[src/rtl/gather_read_dma_desc_engine.sv]
// gather_read_dma_desc_engine: fetches a descriptor table, dispatches non-zero descriptors, then interrupts.
// Optional GATHER_DMA_STATS_EN adds stat_desc_cnt/stat_bytes dispatch counters.
module gather_read_dma_desc_engine #(
  parameter int P_DESC_PER_BEAT = 2,
  parameter int P_FIFO_BITS = 5,
  parameter int P_LEN_BITS = 32
) (
  input  logic                  i_clk,
  input  logic                  i_rst_n,
  input  logic                  start,
  input  logic [31:0]           tbl_host_addr,
  input  logic [11:0]           tbl_len,
  input  logic [P_LEN_BITS-1:0] dev_base,
  output logic                  busy,
  output logic                  err,
  output logic [31:0]           rd_addr,
  output logic [9:0]            rd_len,
  output logic                  rd_valid,
  input  logic                  rd_done,
  input  logic [7:0]            cur_tag,
  input  logic [7:0]            cpl_tag,
  input  logic [127:0]          cpl_data,
  input  logic                  cpl_valid,
  output logic [31:0]           sub_host_addr,
  output logic [P_LEN_BITS-1:0] sub_dev_addr,
  output logic [P_LEN_BITS-1:0] sub_len,
  output logic                  sub_start,
  input  logic                  sub_done,
  input  logic                  sub_idle,
  output logic                  int_valid,
  input  logic                  int_done
`ifdef GATHER_DMA_STATS_EN
  ,
  output logic [15:0]           stat_desc_cnt,
  output logic [31:0]           stat_bytes
`endif
);
  localparam int CW = P_FIFO_BITS + 1;
  typedef enum logic [2:0] {IDLE, FETCH, POP, SCAN, RUN, DRAIN, INT} state_t;
  state_t state, state_n;
  logic [127:0] mem [2**P_FIFO_BITS];
  logic [127:0] beat;
  logic [255:0] beat_x;
  logic [63:0] slot_w;
  logic [CW-1:0] wr_ptr, rd_ptr, beats, beats_left;
  logic [7:0] tag;
  logic [2:0] slot, slot_n, idx;
  logic [31:0] idx_host;
  logic [P_LEN_BITS-1:0] len_t, dev, dev_n;
  logic hot, start_ok, accept, cap, fifo_empty, step, beat_end, launch;

  function automatic logic [31:0] bswap(input logic [31:0] w);
    return {w[7:0], w[15:8], w[23:16], w[31:24]};
  endfunction

  assign start_ok = tbl_len != 12'd0 && tbl_len[3:0] == 4'd0 && 32'(tbl_len[11:4]) <= (32'd1 << P_FIFO_BITS);
  assign accept = state == IDLE && start && start_ok;
  assign cap = hot && cpl_valid && cpl_tag == tag;
  assign fifo_empty = wr_ptr == rd_ptr;
  assign busy = state != IDLE;
  assign rd_valid = state == FETCH;
  assign int_valid = state == INT;
  // RUN looks ahead to the next slot so an adjacent descriptor launches on the sub_done edge
  assign idx = state == RUN ? slot + 3'd1 : slot;
  assign step = state == SCAN || (state == RUN && sub_done);
  assign beat_x = {128'd0, beat};
  assign slot_w = beat_x[{idx[1:0], 6'd0} +: 64];
  assign idx_host = bswap(slot_w[31:0]);
  assign len_t = P_LEN_BITS'(bswap(slot_w[63:32]));
  assign beat_end = idx >= 3'(P_DESC_PER_BEAT);
  assign dev_n = state == RUN ? dev + sub_len : dev;

  always_comb begin
    state_n = state;
    slot_n = slot;
    launch = 1'b0;
    case (state)
      IDLE: state_n = accept ? FETCH : IDLE;
      FETCH: state_n = rd_done ? POP : FETCH;
      POP: if (!fifo_empty) begin
        state_n = SCAN;
        slot_n = '0;
      end
      SCAN, RUN: if (step) begin
        if (beat_end) state_n = beats_left == CW'(1) ? DRAIN : POP;
        else if (len_t != '0) begin
          state_n = RUN;
          slot_n = idx;
          launch = 1'b1;
        end else begin
          state_n = SCAN;
          slot_n = idx + 3'd1;
        end
      end
      DRAIN: state_n = sub_idle ? INT : DRAIN;
      INT: state_n = int_done ? IDLE : INT;
      default: state_n = IDLE;
    endcase
  end

  always_ff @(posedge i_clk)
    if (cap) mem[wr_ptr[P_FIFO_BITS-1:0]] <= cpl_data;

  always_ff @(posedge i_clk or negedge i_rst_n) begin
    if (!i_rst_n) begin
      state <= IDLE;
      slot <= '0;
      err <= 1'b0;
      rd_addr <= '0;
      rd_len <= '0;
      tag <= '0;
      hot <= 1'b0;
      beats <= '0;
      beats_left <= '0;
      wr_ptr <= '0;
      rd_ptr <= '0;
      beat <= '0;
      dev <= '0;
      sub_host_addr <= '0;
      sub_dev_addr <= '0;
      sub_len <= '0;
      sub_start <= 1'b0;
`ifdef GATHER_DMA_STATS_EN
      stat_desc_cnt <= '0;
      stat_bytes <= '0;
`endif
    end else begin
      state <= state_n;
      slot <= slot_n;
      err <= state == IDLE && start && !start_ok;
      sub_start <= launch;
      if (accept) begin
        rd_addr <= tbl_host_addr;
        rd_len <= tbl_len[11:2];
        tag <= cur_tag;
        hot <= 1'b1;
        beats <= CW'(tbl_len[11:4]);
        beats_left <= CW'(tbl_len[11:4]);
        wr_ptr <= '0;
        rd_ptr <= '0;
        dev <= dev_base;
`ifdef GATHER_DMA_STATS_EN
        stat_desc_cnt <= '0;
        stat_bytes <= '0;
`endif
      end
      if (cap) begin
        wr_ptr <= wr_ptr + CW'(1);
        if (wr_ptr + CW'(1) == beats) hot <= 1'b0;
      end
      if (state == POP && !fifo_empty) begin
        beat <= mem[rd_ptr[P_FIFO_BITS-1:0]];
        rd_ptr <= rd_ptr + CW'(1);
      end
      if (step && beat_end) beats_left <= beats_left - CW'(1);
      if (state == RUN && sub_done) dev <= dev_n;
      if (launch) begin
        sub_host_addr <= idx_host;
        sub_dev_addr <= dev_n;
        sub_len <= len_t;
`ifdef GATHER_DMA_STATS_EN
        stat_desc_cnt <= stat_desc_cnt + 16'd1;
        stat_bytes <= stat_bytes + 32'(len_t);
`endif
      end
    end
  end
endmodule

[config.mk]
export PLATFORM = sky130hd
export DESIGN_NAME = gather_read_dma_desc_engine
export DESIGN_NICKNAME = d
export VERILOG_FILES = /design/src/rtl/gather_read_dma_desc_engine.sv
export SDC_FILE = /design/constraint.sdc
export NUM_CORES = 2
export LEC_CHECK = 0
export ABC_CLOCK_PERIOD_IN_PS = 18400
export CORE_MARGIN = 3
export CORE_UTILIZATION = 37
export DETAILED_ROUTE_END_ITERATION = 10
export PLACE_DENSITY_LB_ADDON = 0.12
export SETUP_SLACK_MARGIN = 0.4
export SYNTH_ARGS = -nofsm -noshare
export SYNTH_HDL_FRONTEND = slang
export SYNTH_SLANG_ARGS = --single-unit
export TNS_END_PERCENT = 1
[constraint.sdc]
create_clock -name i_clk -period 18.4 [get_ports i_clk]
set_clock_uncertainty 0.1 [all_clocks]
set_input_delay 1.84 -clock i_clk [delete_from_list [all_inputs] [get_ports i_clk]]
set_output_delay 1.84 -clock i_clk [all_outputs]
set_load 0.01 [all_outputs]
==> results_dict.tcl <==
set metrics [dict create \
    setup_viol 0 \
    grtUsageTotal_pct 20.7 \
    initial_core_util_pct 37.3 \
    p_leak_nw 62.2 \
    synthArstFlopShare_pct 7.52 \
    cts_hold_buf 0 \
    yosys.area.top_type "edfxtp_1" \
    critPathMaxFanout 41 \
    gp_congestion 0.790 \
    post_drt_wl_per_cell_um 33.4 \
    netlist_instances 7546 \
    areaGrowthSynthToFinish_pct 16.0 \
    clkTransAtPathRegs_ns 0.06 \
    powerDensity_nw_per_um2 145 \
    wl_met1_um 214000 \
    critPathLaunchType "input pin" \
    nets 8446 \
    ys_ff_latch 4429 \
    port_buffers 370 \
    path_class "in -> reg" \
    hold_viol 0 \
    ys_warn_count 0 \
    die-area_sq_um 469000 \
    setup-tns-final_ns 0 \
    avgSynthCellArea_sq_um 22.6 \
    io_pins 371 \
    wl_met3_um 26300 \
    slew-limit-headroom_pct 10.7 \
    htreeDepth 5 \
    status "finished, final reports clean" \
    clkSinkCount 4429 \
    synth_cell_types 68 \
    core_area_sq_um 457000 \
    max_freq_ghz 0.164 \
    antenna_found_initial 51 \
    cp_data_required_time_ns 18.87 \
    ys_seq_area_share_pct 77.1 \
    cpMaxStageDelayCell "buf_4" \
    wl_met2_um 240000 \
    crit_path_frequent_cell "buf_4" \
    crit_arrival_ns 6.57 \
    fp.dieW_um 685 \
    post_cts_buffers 0 \
    worstHoldPathType "reg -> reg" \
    rsz0062_at_grt "no" \
    die_h_um 685 \
    synth_top_area_share_pct 72.2 \
    syn_nets 7816 \
    fin_worst_hold_slack_ns 0.372 \
    via_per_inst 5.57 \
    clock_path_buffers 4 \
    drt_wl_total_um 492000 \
    synth-edff-count 4096 \
    cap_violations 0 \
    cts_root_buf "clkbuf_16" \
    synth_commonest_cells "edfxtp_1 (4,096), mux4_2 (1,280), nand2_1 (341)" \
    peakVddDrop_uv 104 \
    rows 248 \
    postCtsResizedCells 0 \
    drt_first_pass_iters 7 \
    grt_pass1_vias 85177 \
    postRouteAntennaNets 0 \
    drc 0 \
    vias 81974 \
    synth_area_sq_um 170000 \
    period_share_pct 33.1 \
    stdcell_count 14714 \
    dr.max_layer_used "met5" \
    dp.cells 13835 \
    grt_max_degree 122 \
    nFillCells 39195 \
    grt_pass1_wl_um 690000 \
    tightest_slew_ns 1.34 \
    cts_tree "done" \
    dp_hpwl_um 265000 \
    clk_latency_ns 1.03 \
    final-max-slew-violation-count 0 \
    first_iter_violations 8238 \
    end_kind "register" \
    grt_overflow 0 \
    synth_most_common_cell "edfxtp_1" \
    slowest_delay_ns 0.89 \
    ys_dominant_reg_cell "edfxtp_1" \
    drive_gt1_share_pct 25.8 \
    worstPathCellList "clkdlybuf4s50_1, inv_1, a222oi_1, and4_1, nand2_1, buf_4, nor2_4, buf_4, buf_4" \
    min_period_ns 6.10 \
    synth_area_leaders "edfxtp_1 (72%), mux4_2 (17%), dfrtp_1 (4.9%)" \
    cts_buffers 464 \
]
critical path: cells and delay by family:
kind | cells | cell delay [ns]
buffers and inverters | 5 | 2.63
AND/OR/NAND/NOR | 3 | 1.39
AO/OA/AOI/OAI | 1 | 0.40
per-layer routing:
metal,up-vias,GRT usage (%)
li1,33107,-
met1,45617,29.6
met2,2555,34.2
met3,681,2.66
met4,14,4.61
met5,-,0
layout make-up:
| type | count | area [sq um] | area share (%) |
|---|---|---|---|
| diodes | 13 | 32.5 | 0.0165 |
| clock buffers | 624 | 12700 | 6.41 |
| clock inverters | 242 | 2650 | 1.34 |
| inverters | 20 | 80.1 | 0.0405 |
| multi-input cells | 2692 | 37600 | 19.0 |
| flip-flops and latches | 4429 | 131000 | 66.5 |
| well taps | 6125 | 7660 | 3.88 |
| repair buffers | 569 | 5570 | 2.82 |
where the power goes:
group          internal, mW  switching [mW]
clock network          5.46            3.96
registers              11.3           0.500
logic                  3.44            3.89
sequential cells by signal, indices dropped and copies added, names as in the netlist:
name / flops
state: 3
rd_ptr: 6
sub_host_addr: 32
rd_len: 10
slot: 3
tag: 8
hot: 1
rd_addr: 32
mem: 4096
sub_dev_addr: 32
beats_left: 6
wr_ptr: 6
err: 1
sub_start: 1
dev: 32
beat: 128
sub_len: 32
final timing paths:
path / startpoint / end / slack [ns] / depth (start not counted)
max in group asynchronous: i_rst_n / sub_host_addr[26]$_DFFE_PN0P_ / 14.82 / 4
min in group asynchronous: i_rst_n / rd_len[8]$_DFFE_PN0P_ / 0.75 / 1
min reg2reg: rd_addr[19]$_DFFE_PN0P_ / rd_addr[19]$_DFFE_PN0P_ / 0.37 / 2
max reg2reg: rd_ptr[0]$_DFFE_PN0P_ / beat[84]$_DFFE_PN0P_ / 12.48 / 8
max: cpl_tag[5] / mem[19][68]$_DFFE_PP_ / 12.30 / 9
min: rd_addr[19]$_DFFE_PN0P_ / rd_addr[19]$_DFFE_PN0P_ / 0.37 / 2
cells in the final DEF, fill, tap and decap left out, types with 43 or more instances in the layout:
cell,synthesis,routed
edfxtp_1,4096,4096
clkinv_1,0,76
buf_4,1,167
clkdlybuf4s50_1,0,363
o21ai_0,43,43
clkbuf_16,0,469
bufinv_16,0,45
nand2_1,341,339
mux4_2,1280,1280
a21oi_1,189,189
o31ai_1,72,72
nor2_1,232,200
dfrtp_1,333,328
clkbuf_1,239,119
clkinv_2,0,86
mux2i_1,198,198
stage by stage:
step	instance area [sq um]	setup slack [ns]	util (%)	power, mW
2_1_floorplan	170000	9.48	-	16.8
3_3_place_gp	182000	11.30	39.9	19.5
3_5_place_dp	182000	11.27	39.9	19.5
4_1_cts	198000	12.27	43.2	29.0
5_1_grt	198000	11.87	43.2	29.8
6_report	198000	12.30	43.2	28.6
logic make-up after synthesis:
kind of cell	share of synthesized area (%)
compound gates	1.53
xor+xnor	0.272
fa+ha+maj	0.313
buf+inv	1.01
flops	77.1
mux	18.1
simple gates	1.71
Note: power is estimated with default switching activity, not from simulation.
